File: config.mk
export PLATFORM = sky130hd
export DESIGN_NAME = hub75_bcm_scanner
export DESIGN_NICKNAME = d
export VERILOG_FILES = /design/src/rtl/hub75_pkg.sv /design/src/rtl/hub75_tick_div.sv /design/src/rtl/hub75_bcm_scanner.sv
export SDC_FILE = /design/constraint.sdc
export NUM_CORES = 1
export LEC_CHECK = 0
export CORE_MARGIN = 8
export CORE_UTILIZATION = 51
export DETAILED_ROUTE_END_ITERATION = 8
export PLACE_DENSITY = 0.86
export SLEW_MARGIN = 25
export SYNTH_ARGS = -nofsm -noshare
export SYNTH_HDL_FRONTEND = slang
export SYNTH_HIERARCHICAL = 1
export SYNTH_SLANG_ARGS = --single-unit
File: constraint.sdc
create_clock -name clk -period 3.2 [get_ports clk]
set_clock_uncertainty 0.05 [all_clocks]
set_input_delay 0.32 -clock clk [delete_from_list [all_inputs] [get_ports clk]]
set_output_delay 0.32 -clock clk [all_outputs]
set_load 0.01 [all_outputs]
File: src/rtl/hub75_pkg.sv
// Shared encodings for the HUB75 BCM scanner: FSM states, shift sub-phases
// and the channel order used both on the panel pins and in framebuffer words.
package hub75_pkg;

  typedef enum logic [2:0] {
    ST_IDLE,
    ST_SHIFT,
    ST_BLANK,
    ST_LATCH,
    ST_SHOW
  } state_t;

  // One column inside SHIFT: read strobe, data capture, hub_clk low, hub_clk high.
  typedef enum logic [1:0] {
    SP_RD,
    SP_CAP,
    SP_LO,
    SP_HI
  } shift_ph_t;

  localparam int CH_W = 6;

  // Bit position in hub_rgb and BPC-wide slot index in fb_rdata ({r0,g0,b0,r1,g1,b1}).
  localparam int CH_R0 = 5;
  localparam int CH_G0 = 4;
  localparam int CH_B0 = 3;
  localparam int CH_R1 = 2;
  localparam int CH_G1 = 1;
  localparam int CH_B1 = 0;

endpackage

File: src/rtl/hub75_tick_div.sv
// Half-period phase counter: tick is high on the last of every DIV enabled
// cycles; clear returns the phase to zero.
module hub75_tick_div #(
  parameter int DIV = 4
) (
  input  logic clk,
  input  logic rst_n,
  input  logic clear,
  input  logic en,
  output logic tick
);

  localparam int CNT_W = $clog2(DIV);

  logic [CNT_W-1:0] cnt;

  assign tick = en && (cnt == CNT_W'(DIV - 1));

  always_ff @(posedge clk or negedge rst_n) begin
    if (!rst_n) begin
      cnt <= '0;
    end else if (clear) begin
      cnt <= '0;
    end else if (en) begin
      cnt <= tick ? '0 : cnt + 1'b1;
    end
  end

endmodule

File: src/rtl/hub75_bcm_scanner.sv
// HUB75 scan engine: shifts one bit plane per pass from the framebuffer into the
// panel, then latches and displays it for BASE_ON<<plane clocks (binary-coded modulation).
module hub75_bcm_scanner
  import hub75_pkg::*;
#(
  parameter int COLS    = 32,
  parameter int ROWS    = 16,
  parameter int BPC     = 4,
  parameter int CLK_DIV = 4,
  parameter int BASE_ON = 64,
  localparam int ADDR_W = $clog2(ROWS / 2)
) (
  input  logic                    clk,
  input  logic                    rst_n,
  input  logic                    enable,
  output logic [ADDR_W-1:0]       fb_row,
  output logic [$clog2(COLS)-1:0] fb_col,
  output logic                    fb_rd,
  input  logic [6*BPC-1:0]        fb_rdata,
  output logic [CH_W-1:0]         hub_rgb,
  output logic [ADDR_W-1:0]       hub_addr,
  output logic                    hub_clk,
  output logic                    hub_lat,
  output logic                    hub_blank,
  output logic                    frame_start
);

  localparam int COL_W   = $clog2(COLS);
  localparam int PLANE_W = (BPC > 1) ? $clog2(BPC) : 1;
  localparam int SHOW_W  = BPC + $clog2(BASE_ON);

  state_t              state;
  shift_ph_t           sp;
  logic [PLANE_W-1:0]  plane;
  logic [SHOW_W-1:0]   show_cnt;
  logic [ADDR_W-1:0]   next_row;
  logic                div_en;
  logic                tick;
  logic [BPC-1:0]      ch_word [CH_W];
  logic [CH_W-1:0]     plane_bits;

  // Framebuffer port is fixed-latency: a 1-cycle fb_rd pulse returns fb_rdata on the
  // following cycle, with no stall or acknowledge in either direction.
  always_comb begin
    ch_word[CH_R0] = fb_rdata[CH_R0*BPC +: BPC];
    ch_word[CH_G0] = fb_rdata[CH_G0*BPC +: BPC];
    ch_word[CH_B0] = fb_rdata[CH_B0*BPC +: BPC];
    ch_word[CH_R1] = fb_rdata[CH_R1*BPC +: BPC];
    ch_word[CH_G1] = fb_rdata[CH_G1*BPC +: BPC];
    ch_word[CH_B1] = fb_rdata[CH_B1*BPC +: BPC];
    plane_bits        = '0;
    plane_bits[CH_R0] = ch_word[CH_R0][plane];
    plane_bits[CH_G0] = ch_word[CH_G0][plane];
    plane_bits[CH_B0] = ch_word[CH_B0][plane];
    plane_bits[CH_R1] = ch_word[CH_R1][plane];
    plane_bits[CH_G1] = ch_word[CH_G1][plane];
    plane_bits[CH_B1] = ch_word[CH_B1][plane];
  end

  assign next_row = (fb_row == ADDR_W'(ROWS / 2 - 1)) ? '0 : fb_row + 1'b1;

  assign div_en = ((state == ST_SHIFT) && ((sp == SP_LO) || (sp == SP_HI))) ||
                  (state == ST_BLANK) || (state == ST_LATCH);

  hub75_tick_div #(
    .DIV(CLK_DIV)
  ) u_tick_div (
    .clk  (clk),
    .rst_n(rst_n),
    .clear(!div_en),
    .en   (div_en),
    .tick (tick)
  );

  always_ff @(posedge clk or negedge rst_n) begin
    if (!rst_n) begin
      state       <= ST_IDLE;
      sp          <= SP_RD;
      plane       <= '0;
      fb_row      <= '0;
      fb_col      <= '0;
      show_cnt    <= '0;
      fb_rd       <= 1'b0;
      hub_rgb     <= '0;
      hub_addr    <= ADDR_W'(ROWS / 2 - 1);
      hub_clk     <= 1'b0;
      hub_lat     <= 1'b0;
      hub_blank   <= 1'b1;
      frame_start <= 1'b0;
    end else begin
      fb_rd       <= 1'b0;
      frame_start <= 1'b0;
      case (state)
        ST_IDLE: begin
          hub_blank <= 1'b1;
          if (enable) begin
            fb_row      <= '0;
            plane       <= '0;
            fb_col      <= '0;
            sp          <= SP_RD;
            fb_rd       <= 1'b1;
            frame_start <= 1'b1;
            state       <= ST_SHIFT;
          end
        end
        ST_SHIFT: begin
          case (sp)
            SP_RD:  sp <= SP_CAP;
            SP_CAP: begin
              hub_rgb <= plane_bits;
              sp      <= SP_LO;
            end
            SP_LO: begin
              if (tick) begin
                hub_clk <= 1'b1;
                sp      <= SP_HI;
              end
            end
            SP_HI: begin
              if (tick) begin
                hub_clk <= 1'b0;
                if (fb_col == COL_W'(COLS - 1)) begin
                  // Address moves while the panel is dark so no ghost of the old row appears.
                  hub_addr <= fb_row;
                  state    <= ST_BLANK;
                end else begin
                  fb_col <= fb_col + 1'b1;
                  fb_rd  <= 1'b1;
                  sp     <= SP_RD;
                end
              end
            end
          endcase
        end
        ST_BLANK: begin
          if (tick) begin
            hub_lat <= 1'b1;
            state   <= ST_LATCH;
          end
        end
        ST_LATCH: begin
          if (tick) begin
            hub_lat   <= 1'b0;
            hub_blank <= 1'b0;
            show_cnt  <= (SHOW_W'(BASE_ON) << plane) - 1'b1;
            state     <= ST_SHOW;
          end
        end
        ST_SHOW: begin
          if (show_cnt == '0) begin
            hub_blank <= 1'b1;
            if (plane != PLANE_W'(BPC - 1)) begin
              plane  <= plane + 1'b1;
              fb_col <= '0;
              sp     <= SP_RD;
              fb_rd  <= 1'b1;
              state  <= ST_SHIFT;
            end else begin
              // Row boundary: the only point where enable is honoured.
              plane  <= '0;
              fb_row <= next_row;
              if (enable) begin
                fb_col      <= '0;
                sp          <= SP_RD;
                fb_rd       <= 1'b1;
                frame_start <= (next_row == '0);
                state       <= ST_SHIFT;
              end else begin
                state <= ST_IDLE;
              end
            end
          end else begin
            show_cnt <= show_cnt - 1'b1;
          end
        end
        default: state <= ST_IDLE;
      endcase
    end
  end

endmodule

After elaboration in Yosys (flattened, before gate mapping)
Cells that the tools add are included.

word-level totals
  register bits = 41
  bits of input ports = 27
  output and inout port bits = 22
  logic and storage cells = 142

operators by class
  add/sub/neg operators = 6
  order comparisons = 1
  eq/ne operators = 26
  shift operators = 1
  multiplexer cells = 68
  reduce and logical (&&, ||, !) cells = 26

operators with widths
  cell                                                   number
  two-way mux 3 bit                                      11
  two-way mux 5 bit                                      6
  two-way mux 2 bit                                      11
  two-way mux 1 bit                                      20
  two-way mux 10 bit                                     2
  case mux 10 bit (2 select lines)                       1
  subtractor 10 x 1 -> 10 bit, second input constant     2
  case mux 3 bit (5 select lines)                        1
  case mux 5 bit (3 select lines)                        1
  inequality test 2 x 1 -> 1 bit, second input constant  7
  binary-select mux 1 bit (select 2 bit)                 6
  inequality test 2 bit, second input constant           6
  AND reduction 3 bit                                    4
  AND reduction 4 bit                                    3
  logical NOT 10 bit                                     1
  AND reduction 5 bit                                    2
  left shift 7 x 2 -> 10 bit, first input constant       1
  case mux 2 bit (4 select lines)                        1
  nonzero test 2 bit                                     4
  AND reduction 7 bit                                    1
  == test 2 bit, second input constant                   3
  == test 3 x 2 -> 1 bit, second input constant          2
  == test 3 bit, second input constant                   2
  logical NOT 3 bit                                      2
  other kinds (19)                                       28

Longest topological paths before layout
Gate-level depths: netlist of the first run.

  depth after elaboration = 9
  mapped depth = 13
  depth with buffers taken out = 12

Modules after synthesis
The synthesis of the first run kept the hierarchy.

by module, submodules not included
  module             instances  cells each  area an instance (µm²)  sequential area each (µm²)
  hub75_bcm_scanner  1          231         2,293.4                 980.9
  hub75_tick_div     1          9           106.4                   50.0

Worst setup path after synthesis of the first run
No wires, ideal clock.

  path type = register -> register
  start point = register sp[0]
  end point = register show_cnt[2]
  setup time = 0.099 ns
  arrival = 2.185 ns
  data required time = 3.051 ns
  slack = 0.866 ns
  stages on the path, launching flop included = 14
  path buffers = 1
  clock period less this slack = 2.334 ns
  cell sequence = dfrtp_1 -> inv_1 -> ha_1 -> nor2_1 -> nor2b_1 -> nor2_1 -> nor2_1 -> and2_1 -> and3b_1 -> nand2_2 -> o21ai_1 -> buf_2 -> nor2_1 -> a311oi_1

between the ends
  word-level cells in the longest chain between the ends = 8
  elaborated cells on any way between the ends = 9
  classes of those cells = eq/ne (3); reduce/logical (6)

RTL lines
  what                                        line                      source
  from (decl)                                 hub75_bcm_scanner.sv:33   shift_ph_t sp;
  from (signal assigned)                      hub75_bcm_scanner.sv:78   sp <= SP_RD;
  from (signal assigned)                      hub75_bcm_scanner.sv:100  sp <= SP_RD;
  from (signal assigned)                      hub75_bcm_scanner.sv:108  SP_RD: sp <= SP_CAP;
  == test 2 bit                               hub75_bcm_scanner.sv:62   assign div_en = ((state == ST_SHIFT) && ((sp == SP_LO) || (sp == SP_HI))) ||
  logical OR 1 bit *                          hub75_bcm_scanner.sv:62
  logical AND 1 bit *                         hub75_bcm_scanner.sv:62
  logical OR 1 bit *                          hub75_bcm_scanner.sv:62
  logical OR 1 bit *                          hub75_bcm_scanner.sv:63   (state == ST_BLANK) || (state == ST_LATCH);
  via div_en                                  hub75_bcm_scanner.sv:37   logic div_en;
  logical AND 1 bit *                         hub75_tick_div.sv:17      assign tick = en && (cnt == CNT_W'(DIV - 1));
  via tick                                    hub75_bcm_scanner.sv:38   logic tick;
  inequality test 2 x 1 -> 1 bit (no line) *  --
  AND reduction 3 bit (no line) *             --
  to (signal assigned)                        hub75_bcm_scanner.sv:145  show_cnt <= (SHOW_W'(BASE_ON) << plane) - 1'b1;
  to (signal assigned)                        hub75_bcm_scanner.sv:173  show_cnt <= show_cnt - 1'b1;
  to (decl)                                   hub75_bcm_scanner.sv:35   logic [SHOW_W-1:0] show_cnt;

Mark *: on every way through the listed nets, which the timed path passes. The rest lies on a longest branch.
A chain may end at the register's enable or synchronous reset.

Worst setup path in the final report of the first run
  start point = register sp[0]
  end point = register show_cnt[4]

Same word-level chain as after synthesis.

==> summary.md, run 1 <==
| Metric | Value |
|---|---|
| Leakage dissipation | 1.313 nW |
| Hold slack | 0.08104 ns |
| Die width | 84.60 um |
| Area delta synth->final | 25.65% |
| Met2 usage | 24.48% |
| GRT busiest layer | met2 |
| Vias in the first global route | 2,008 |
| Final wirelength | 5.478 mm |
| Arrival @ worst endpoint | 3.06 ns |
| RSZ-0062 raised after global routing | false |
| Cts bufs inserted | 5 |
| Number of max-cap violations | 0 |
| Tcrit/Tclk final | 91.39% |
| Post-route ant nets | 0 |
| Max transition margin | 41.07% |
| Max-slew violations | 0 |
| Synthesis warning total | 6 |
| Non-Filler Instances | 340 |
| Fin Setup TNS | 0 ns |
| Synth top area share | 38.58% |
| Most instantiated cells after synthesis | dfrtp_1 (37), nand2_1 (23), nor2_1 (20), o21ai_0 (20), ha_1 (15) |
| CP Capture Type | flip-flop |
| Final setup fails | 0 |
| Worst slack, placed | 0.3588 ns |
| Total die area | 0.007156 mm^2 |
| Outcome | complete, no violations |
| Worst setup margin | 0.2754 ns |
| Post-synthesis cell count | 240 |
| CORE AREA | 0.004629 mm^2 |
| FF+latch count, synth | 41 |
| Synth area leaders | dfrtp_1 (39%), ha_1 (7.8%), mux4_2 (5.6%) |
| DRT Pass-1 Iters | 4 |
| Die Y | 84.60 um |
| Antenna violations before repair | 0 |
| Total global-route track usage | 15.65% |
| Min cycle time layout | 2.925 ns |
| First-pass GRT wire length | 9.280 mm |
| Net Sw Frac | 21.01% |
| CTS H-Tree Depth | 2 |
| Worst setup SP type | flip-flop |
| Vias/cell | 5.944 |
| Nets | 327 |
| Switch Pwr | 0.2087 mW |
| PwrDens | 329.3 mW/mm^2 |
| CP required | 3.34 ns |
| Port bufs | 48 |
| CTS root buffer | clkbuf_8 |
| Critical path peak fanout | 12 |
| Antenna fix cells | 0 |
| Int Pwr | 0.7843 mW |
| EDFF count, synth | 0 |
| Seq pwr share | 52.1% |
| Via count | 2,021 |
| Final Hold Fails | 0 |
| Clock tree buffer depth | 2 |
| CTS tree | done |
| WL/cell | 16.11 um |
| Initial drt markers | 115 |
| Clk slew on worst S/H paths | 0.09 ns |
| Slew @ Worst Pin | 0.8840 ns |
| Met1 global-route usage | 19.88% |
| Dpl cells | 332 |
| GP Congestion | 0.8907 |
| HP Class | input pin to async pin |
| Post-synth top flop | dfrtp_1 |
| Combinational power share | 4.9% |
| Synth cell types | 52 |
| Initial Utilization | 51.84% |
| Clock latency on the worst-skew pair | 0.30 ns |
| Most frequent cell after synthesis | dfrtp_1 |
| Dominant cell type by area after synthesis | dfrtp_1 |
| Max Clock Freq | 0.3419 GHz |
| Met3 usage | 5.659% |
| Grt ovf | 0 |
| Mapped Area | 0.002400 mm^2 |
| Clock sink count | 41 |
| CP Class | flip-flop to flip-flop |
| Worst VDD drop | 282.3 uV |
| Placed wire-length estimate | 4.091 mm |
| Seq/Total Area, Yosys | 42.96% |
| Post-CTS Setup Inserts | 0 |
| Post-CTS sizing | 0 |
| DRC | 0 |
| Hold buffer count at CTS | 0 |
| Syn avg cell area | 9.999 um^2 |
| Asr flop ratio synth | 100.0% |
| Num rows | 25 |
| I/O pin cnt | 49 |
| Clock power share | 42.9% |
| Syn Nets | 282 |
| Largest net degree at the start of global routing | 42 |
| Layout cells sized above 1 | 12.94% |
| Reg2Reg Depth | 12 |
state kept, by name, indices dropped and copies added, names as in the netlist, 3 cells and up:
signal    flops
show_cnt     10
hub_rgb       6
fb_col        5
fb_row        3
hub_addr      3
state         3
power groups by stage:
stage	sequential, mW	clock, mW	combinational [mW]
4_1_cts	0.518	0.429	0.0500
6_report	0.518	0.426	0.0488
3_5_place_dp	0.528	0	0.0499
2_1_floorplan	0.528	0	0.00770
3_3_place_gp	0.528	0	0.0484
5_1_grt	0.518	0.455	0.0535
stage by stage:
| stage | total power [mW] | utilization (%) | area [um^2] |
|---|---|---|---|
| after floorplan | 0.5358 | - | 2400 |
| final | 0.9930 | 65.14 | 3015 |
| after CTS | 0.9971 | 65.14 | 3015 |
| after detailed placement | 0.5779 | 62.65 | 2900 |
| after global routing | 1.026 | 65.14 | 3015 |
| after global placement | 0.5764 | 62.65 | 2900 |
cell usage in the layout, fill, tap and decap left out, drive strengths merged, types with 4 or more instances in the layout:
cell            n
nor3            9
ha             15
a21oi          14
mux2i           4
inv            10
dfrtp          37
clkdlybuf4s50  47
o21ai          22
nand2          24
mux4            6
clkbuf          5
nor2           20
mux2            9
nand3           4
dfstp           4
nor4            5
worst paths after layout:
path / from / end / slack (ns)
max: sp[0] / show_cnt[4] / 0.28
min: rst_n / fb_col[4] / 0.08
max reg2reg: sp[0] / show_cnt[4] / 0.28
min reg2reg: hub_rgb[0] / hub_rgb[0] / 0.46
max in group asynchronous: rst_n / show_cnt[1] / 2.46
min in group clk: hub_rgb[0] / hub_rgb[0] / 0.46
worst max-delay path, stage by stage, from the launching register on:
cell and delay, ns:
dfrtp_1 0.42, inv_1 0.11, ha_1 0.19, nor2_1 0.07, nor2b_1 0.14, nor2_1 0.06, nor2_1 0.24, and2_1 0.29
and3b_1 0.27, nand2_2 0.15, o21ai_1 0.45, nand3_1 0.18, xor2_1 0.20
metal layers:
layer	routed length, um	share of wire (%)
met5	0	0
met4	79	1.4
met3	426	7.8
met2	2496	46
met1	2474	45
logic make-up after synthesis:
family	share of synthesized area (%)
fa+ha+maj	7.821
compound gates	15.38
buf+inv	3.963
simple gates	17.62
mux	11.52
xor+xnor	0.7301
flops	42.96
area by class of cell:
| class | count | area (um^2) |
|---|---|---|
| inverters | 10 | 37.54 |
| multi-input cells | 177 | 1274 |
| fillers | 377 | 1614 |
| clock buffers | 5 | 68.82 |
| repair buffers | 50 | 490.5 |
| clock inverters | 3 | 46.29 |
| flip-flops and latches | 41 | 1031 |
| well taps | 54 | 67.56 |
Note: power is estimated with default switching activity, not from simulation.
==> run 2: changes to the inputs <==
--- a/config.mk
+++ b/config.mk
@@ -8,7 +8,7 @@
 export CORE_MARGIN = 8
 export CORE_UTILIZATION = 51
 export DETAILED_ROUTE_END_ITERATION = 8
-export PLACE_DENSITY = 0.86
+export PLACE_DENSITY_LB_ADDON = 0.15
 export SLEW_MARGIN = 25
 export SYNTH_ARGS = -nofsm -noshare
 export SYNTH_HDL_FRONTEND = slang
==> run 2 against run 1 <==
Total power decreased by 9.6%. Sequential power barely moved. Critical path type unchanged. Worst hold slack gained 0.37 ns. Die area did not move.
==> summary.md, run 2 (synthesized netlist as in run 1, its figures left out) <==
| Metric | Value |
|---|---|
| GRT busiest layer | met2 (unchanged) |
| Die width | 84.60 um (unchanged) |
| Biggest register | show_cnt (unchanged) |
| Critical path buffers and inverters | 1 (unchanged) |
| Grt ovf | 0 (unchanged) |
| Slew @ Worst Pin | 0.5262 ns (was 0.8840 ns) |
| Worst setup SP type | flip-flop (unchanged) |
| CORE AREA | 0.004629 mm^2 (unchanged) |
| Most common cell after layout, fill and taps aside | clkdlybuf4s50_1 (unchanged) |
| CP Capture Type | flip-flop (unchanged) |
| Vias/cell | 5.802 (was 5.944) |
| Fillers | 392 (was 377) |
| Max Clock Freq | 0.3745 GHz (was 0.3419 GHz) |
| GP Congestion | 0.8407 (was 0.8907) |
| Area delta synth->final | 26.54% (was 25.65%) |
| Leakage dissipation | 1.327 nW (was 1.313 nW) |
| HP Class | input pin to async pin (unchanged) |
| PwrDens | 295.4 mW/mm^2 (was 329.3 mW/mm^2) |
| Die Y | 84.60 um (unchanged) |
| Clock sink count | 41 (unchanged) |
| Fin Setup TNS | 0 ns (unchanged) |
| DRT Pass-1 Iters | 4 (unchanged) |
| Port bufs | 48 (unchanged) |
| Critical path peak fanout | 12 (unchanged) |
| Max transition margin | 64.59% (was 41.07%) |
| WL/cell | 16.21 um (was 16.11 um) |
| CP required | 3.34 ns (about the same) |
| First-pass GRT wire length | 9.618 mm (was 9.280 mm) |
| Worst VDD drop | 199.9 uV (was 282.3 uV) |
| Outcome | complete, no violations (unchanged) |
| Dpl cells | 334 (was 332) |
| Worst path cell trace | inv_1 > ha_1 > nor2_1 > nor2b_1 > nor2_1 > nor2_1 > and2_1 > and3b_1 > nand2_2 > o21ai_2 > nand3_1 > xor2_1 (was inv_1 > ha_1 > nor2_1 > nor2b_1 > nor2_1 > nor2_1 > and2_1 > and3b_1 > nand2_2 > o21ai_1 > nand3_1 > xor2_1) |
| CTS root buffer | clkbuf_8 (unchanged) |
| CP Class | flip-flop to flip-flop (unchanged) |
| Num rows | 25 (unchanged) |
| Min cycle time layout | 2.670 ns (was 2.925 ns) |
| Most frequent cells in the layout | clkdlybuf4s50_1 (47), dfrtp_1 (37), nand2_1 (23) (unchanged) |
| Non-Filler Instances | 344 (was 340) |
| Met2 usage | 24.91% (was 24.48%) |
| Final Hold Fails | 0 (unchanged) |
| I/O pin cnt | 49 (unchanged) |
| Top Registers | show_cnt: 10 flops, hub_rgb: 6 flops, fb_col: 5 flops (unchanged) |
| Met3 usage | 5.659% (unchanged) |
| Clock latency on the worst-skew pair | 0.29 ns (was 0.30 ns) |
| Final wirelength | 5.577 mm (was 5.478 mm) |
| Total global-route track usage | 16.35% (was 15.65%) |
| Clock tree buffer depth | 2 (unchanged) |
| Total die area | 0.007156 mm^2 (unchanged) |
| CTS tree | done (unchanged) |
| Largest register FFs | 10 (unchanged) |
| CTS H-Tree Depth | 2 (unchanged) |
| Slowest-stage cell, CP | dfrtp_1 (was o21ai_1) |
| Post-route ant nets | 0 (unchanged) |
| Final setup fails | 0 (unchanged) |
| Clk slew on worst S/H paths | 0.07 ns (was 0.09 ns) |
| Crit-path max cell delay | 0.40 ns (was 0.45 ns) |
| Antenna violations before repair | 0 (unchanged) |
| CP delay by family, top | simple AND/OR/NAND/NOR gates (unchanged) |
| Vias in the first global route | 2,012 (was 2,008) |
| Antenna fix cells | 0 (unchanged) |
| DRC | 0 (unchanged) |
| Stages on the worst setup path | 12 (unchanged) |
| Via count | 1,996 (was 2,021) |
| Largest net degree at the start of global routing | 42 (unchanged) |
| Worst path most repeated cell | nor2_1 (unchanged) |
| Met1 global-route usage | 21.17% (was 19.88%) |
| Placed wire-length estimate | 4.199 mm (was 4.091 mm) |
| Nets | 331 (was 327) |
| Reg2Reg Depth | 12 (unchanged) |
| Max-slew violations | 0 (unchanged) |
| Initial Utilization | 51.84% (unchanged) |
| Initial drt markers | 119 (was 115) |
| RSZ-0062 raised after global routing | false (unchanged) |
| Arrival @ worst endpoint | 2.81 ns (was 3.06 ns) |
| Number of max-cap violations | 0 (unchanged) |
| Cts bufs inserted | 5 (unchanged) |
| Layout cells sized above 1 | 13.10% (was 12.94%) |
| Tcrit/Tclk final | 83.44% (was 91.39%) |
| Post-CTS Setup Inserts | 0 (unchanged) |
run 2: changes by cell type in the layout (fill, tap and decap cells not counted), sizes merged:
cell         change
buf              +3
bufinv           -1
clkbuf           +3
clkinv           -1
clkinvlp         -1
dlygate4sd3      +1
run 2: stage by stage:
step | util (%) | setup WS, ns | hold WS [ns] | power [mW] | cell area (um^2)
after floorplan | - | 0.8658 | -0.02559 | 0.5358 | 2400
after detailed placement | 62.97 | 0.2751 | 0.4457 | 0.5780 | 2915
after CTS | 64.70 | 0.2744 | 0.1291 | 0.9018 | 2995
after global placement | 62.97 | 0.5012 | 0.4373 | 0.5771 | 2915
final | 65.59 | 0.5300 | 0.4480 | 0.8972 | 3037
after global routing | 65.59 | 0.1994 | 0.4797 | 0.9358 | 3037
run 2: worst reg2reg max path: stages, from the launching register on:
cell and delay (ns):
dfrtp_1 0.40, inv_1 0.10, ha_1 0.20, nor2_1 0.07, nor2b_1 0.13, nor2_1 0.05, nor2_1 0.24, and2_1 0.28
and3b_1 0.28, nand2_2 0.16, o21ai_2 0.24, nand3_1 0.17, xor2_1 0.19
run 2: cell type report:
cell class	count	area [um^2]	area share (%)
timing repair buffer	54	543.0	17.88
multi-input combinational	177	1277	42.07
clock buffer	8	80.08	2.637
tap	54	67.56	2.225
sequential	41	1031	33.95
inverter	10	37.54	1.236
run 2: where the power goes:
| part | internal, mW | switching (mW) | total [mW] |
|---|---|---|---|
| logic | 0.0372 | 0.0166 | 0.0538 |
| registers | 0.518 | 0 | 0.518 |
| clock network | 0.155 | 0.170 | 0.325 |
| total | 0.710 | 0.187 | 0.897 |
run 2: worst paths after layout:
path                                 from     endpoint  slack [ns]
worst max-delay path                sp[0]  show_cnt[4]        0.53
worst min-delay path                rst_n    fb_row[2]        0.45
worst max register to register      sp[0]  show_cnt[4]        0.53
worst min register to register  hub_blank    hub_blank        0.46
max in group asynchronous           rst_n    hub_blank        2.11
min in group clk                hub_blank    hub_blank        0.46
run 2: what timing repair did:
item,4_1_cts,5_1_grt
setup endpoints to repair,0,4
endpoints found under the hold margin,0,15
resized for setup,0,1
hold buffers,0,1
run 2: routing by layer:
metal / part of all wire [%] / vias to the layer above
li1: - / 972
met1: 48 / 959
met2: 44 / 60
met3: 7.2 / 5
met4: 1.1 / 0
met5: 0 / -
==> run 3: changes to the inputs <==
==> constraint.sdc (replaced) <==
create_clock -name clk -period 2.61 [get_ports clk]
set_clock_uncertainty 0.05 [all_clocks]
set_input_delay 0.261 -clock clk [delete_from_list [all_inputs] [get_ports clk]]
set_output_delay 0.261 -clock clk [all_outputs]
set_load 0.01 [all_outputs]
==> run 3 against run 2 <==
Via count increased by 1.8%. Maximum frequency rose by 16%. Total power grew 26%. Combinational power increased by 11%. Die area is the same. Global-route usage decreased by 0.14 points.
==> summary.md, run 3 (synthesized netlist as in run 1, its figures left out) <==
| Metric | Value |
|---|---|
| Most frequent cells in the layout | clkdlybuf4s50_1 (47), dfrtp_1 (37), nand2_1 (23) (unchanged) |
| Top Registers | show_cnt: 10 flops, hub_rgb: 6 flops, fb_col: 5 flops (unchanged) |
| Hold slack | 0.02848 ns (was 0.4480 ns) |
| Leakage dissipation | 1.354 nW (was 1.327 nW) |
| Final Hold Fails | 0 (unchanged) |
| Int Pwr | 0.8896 mW (was 0.7102 mW) |
| Antenna fix cells | 0 (unchanged) |
| PwrDens | 368.5 mW/mm^2 (was 295.4 mW/mm^2) |
| Cts bufs inserted | 5 (unchanged) |
| CP Class | flip-flop to flip-flop (unchanged) |
| DRC | 0 (unchanged) |
| Final core occ | 66.27% (was 65.59%) |
| Worst path most repeated cell | nor2_1 (unchanged) |
| Final setup fails | 0 (unchanged) |
| Number of max-cap violations | 0 (unchanged) |
| CTS root buffer | clkbuf_8 (unchanged) |
| Largest net degree at the start of global routing | 42 (unchanged) |
| First-pass GRT wire length | 9.459 mm (was 9.618 mm) |
| Clock latency on the worst-skew pair | 0.30 ns (was 0.29 ns) |
| Design Area, Final | 0.003068 mm^2 (was 0.003037 mm^2) |
| CORE AREA | 0.004629 mm^2 (unchanged) |
| Die Y | 84.60 um (unchanged) |
| GP Congestion | 0.8395 (was 0.8407) |
| RSZ-0062 raised after global routing | false (unchanged) |
| Total Power | 1.131 mW (was 0.8972 mW) |
| Outcome | complete, no violations (unchanged) |
| Via count | 2,031 (was 1,996) |
| Most common cell after layout, fill and taps aside | clkdlybuf4s50_1 (unchanged) |
| Worst setup SP type | flip-flop (unchanged) |
| Worst VDD drop | 224.7 uV (was 199.9 uV) |
| Total global-route track usage | 16.20% (was 16.35%) |
| Port bufs | 48 (unchanged) |
| Biggest register | show_cnt (unchanged) |
| Nets | 335 (was 331) |
| CTS H-Tree Depth | 2 (unchanged) |
| Largest register FFs | 10 (unchanged) |
| Max transition margin | 40.89% (was 64.59%) |
| Tcrit/Tclk final | 88.54% (was 83.44%) |
| Seq pwr share | 56.2% (was 57.7%) |
| Clock power share | 38.6% (was 36.3%) |
| Max-slew violations | 0 (unchanged) |
| Slowest-stage cell, CP | dfrtp_1 (unchanged) |
| Vias in the first global route | 2,028 (was 2,012) |
| Final wirelength | 5.489 mm (was 5.577 mm) |
| CP Capture Type | flip-flop (unchanged) |
| Slew @ Worst Pin | 0.8867 ns (was 0.5262 ns) |
| Post-route ant nets | 0 (unchanged) |
| CP required | 2.76 ns (was 3.34 ns) |
| Switch Pwr | 0.2409 mW (was 0.1869 mW) |
| Combinational power share | 5.3% (was 6.0%) |
| Vias/cell | 5.836 (was 5.802) |
| Initial drt markers | 137 (was 119) |
| I/O pin cnt | 49 (unchanged) |
| Clock tree buffer depth | 2 (unchanged) |
| Area delta synth->final | 27.84% (was 26.54%) |
| Initial Utilization | 51.84% (unchanged) |
| Clock sink count | 41 (unchanged) |
| Clk slew on worst S/H paths | 0.08 ns (was 0.07 ns) |
| Placed inst area | 0.002960 mm^2 (was 0.002915 mm^2) |
| Post-CTS Setup Inserts | 0 (unchanged) |
| Fillers | 392 (unchanged) |
| Num rows | 25 (unchanged) |
| Total die area | 0.007156 mm^2 (unchanged) |
| WL/cell | 15.77 um (was 16.21 um) |
| Max Clock Freq | 0.4327 GHz (was 0.3745 GHz) |
| Arrival @ worst endpoint | 2.46 ns (was 2.81 ns) |
| Grt ovf | 0 (unchanged) |
| Worst path cell trace | inv_1 > ha_1 > nor2_1 > nor2b_1 > nor2_1 > nor2_1 > and2_1 > and3b_1 > nand2_2 > a21oi_1 > a31o_2 > a221oi_1 (was inv_1 > ha_1 > nor2_1 > nor2b_1 > nor2_1 > nor2_1 > and2_1 > and3b_1 > nand2_2 > o21ai_2 > nand3_1 > xor2_1) |
| HP Class | input pin to async pin (unchanged) |
| Placed wire-length estimate | 4.143 mm (was 4.199 mm) |
| Fin Setup TNS | 0 ns (unchanged) |
| Min cycle time layout | 2.311 ns (was 2.670 ns) |
| Layout cells sized above 1 | 15.65% (was 13.10%) |
| CTS tree | done (unchanged) |
| DRT Pass-1 Iters | 4 (unchanged) |
| Antenna violations before repair | 0 (unchanged) |
| Die width | 84.60 um (unchanged) |
| Net Sw Frac | 21.31% (was 20.83%) |
| Crit-path max cell delay | 0.39 ns (was 0.40 ns) |
| Critical path peak fanout | 9 (was 12) |
==> run 3: changes by cell type in the layout (fill, tap and decap cells not counted) <==
cell           before  now
o21ai_4             0    1
clkinv_4            0    1
o21ai_2             1    0
buf_4               4   10
clkbuf_8            5    6
clkbuf_1            3    0
clkinv_2            0    1
dlygate4sd3_1       1    0
buf_16              1    0
==> run 3: critical path: cells and delay by family (launching register included) <==
kind,cells,cell delay (ns)
compound gates,3,0.58
flops,1,0.39
simple gates,7,0.89
fa+ha+maj,1,0.23
buf+inv,1,0.08
==> run 3: routing by layer <==
metal | GRT usage, % | up-vias | wire length (um)
li1 | - | 983 | -
met1 | 20.64 | 976 | 2585
met2 | 25.27 | 66 | 2440
met3 | 5.073 | 6 | 388
met4 | 5.502 | 0 | 75
met5 | 0 | - | 0
==> run 3: area by class of cell <==
| cell class | count | area [um^2] | share of cell area, % |
|---|---|---|---|
| clock buffers | 6 | 82.58 | 2.692 |
| clock inverters | 2 | 13.76 | 0.4486 |
| inverters | 10 | 37.54 | 1.223 |
| multi-input cells | 177 | 1285 | 41.88 |
| flip-flops and latches | 41 | 1031 | 33.61 |
| well taps | 54 | 67.56 | 2.202 |
| repair buffers | 58 | 550.5 | 17.94 |
==> run 3: timing repair <==
item	in CTS	in global routing
hold buffers	0	0
endpoints found under the setup margin	0	9
gates resized for setup	0	2
==> run 3: power by group through the flow <==
stage | Combinational [mW] | Sequential [mW] | Clock [mW]
after floorplan | 0.00944 | 0.648 | 0
after global placement | 0.0604 | 0.647 | 0
after detailed placement | 0.0611 | 0.647 | 0
after CTS | 0.0611 | 0.635 | 0.449
after global routing | 0.0654 | 0.635 | 0.471
final | 0.0595 | 0.635 | 0.436
==> run 3: worst paths after layout <==
check	slack, ns	depth (start not counted)	start	to
setup / recovery	0.30	12	sp[0]	show_cnt[6]
hold / removal	0.03	1	rst_n	u_tick_div/cnt[0]
setup reg to reg	0.30	12	sp[0]	show_cnt[6]
hold reg to reg	0.45	1	state[2]	frame_start
max in group asynchronous	1.92	1	rst_n	hub_rgb[3]
min in group clk	0.45	1	state[2]	frame_start
==> run 3: metrics by stage <==
stage                     worst slack [ns]  instances
after detailed placement            0.1156        340
after global placement              0.1988        340
after floorplan                     0.2758        240
after global routing               0.05307        348
final                               0.2990        348
after CTS                           0.1007        348
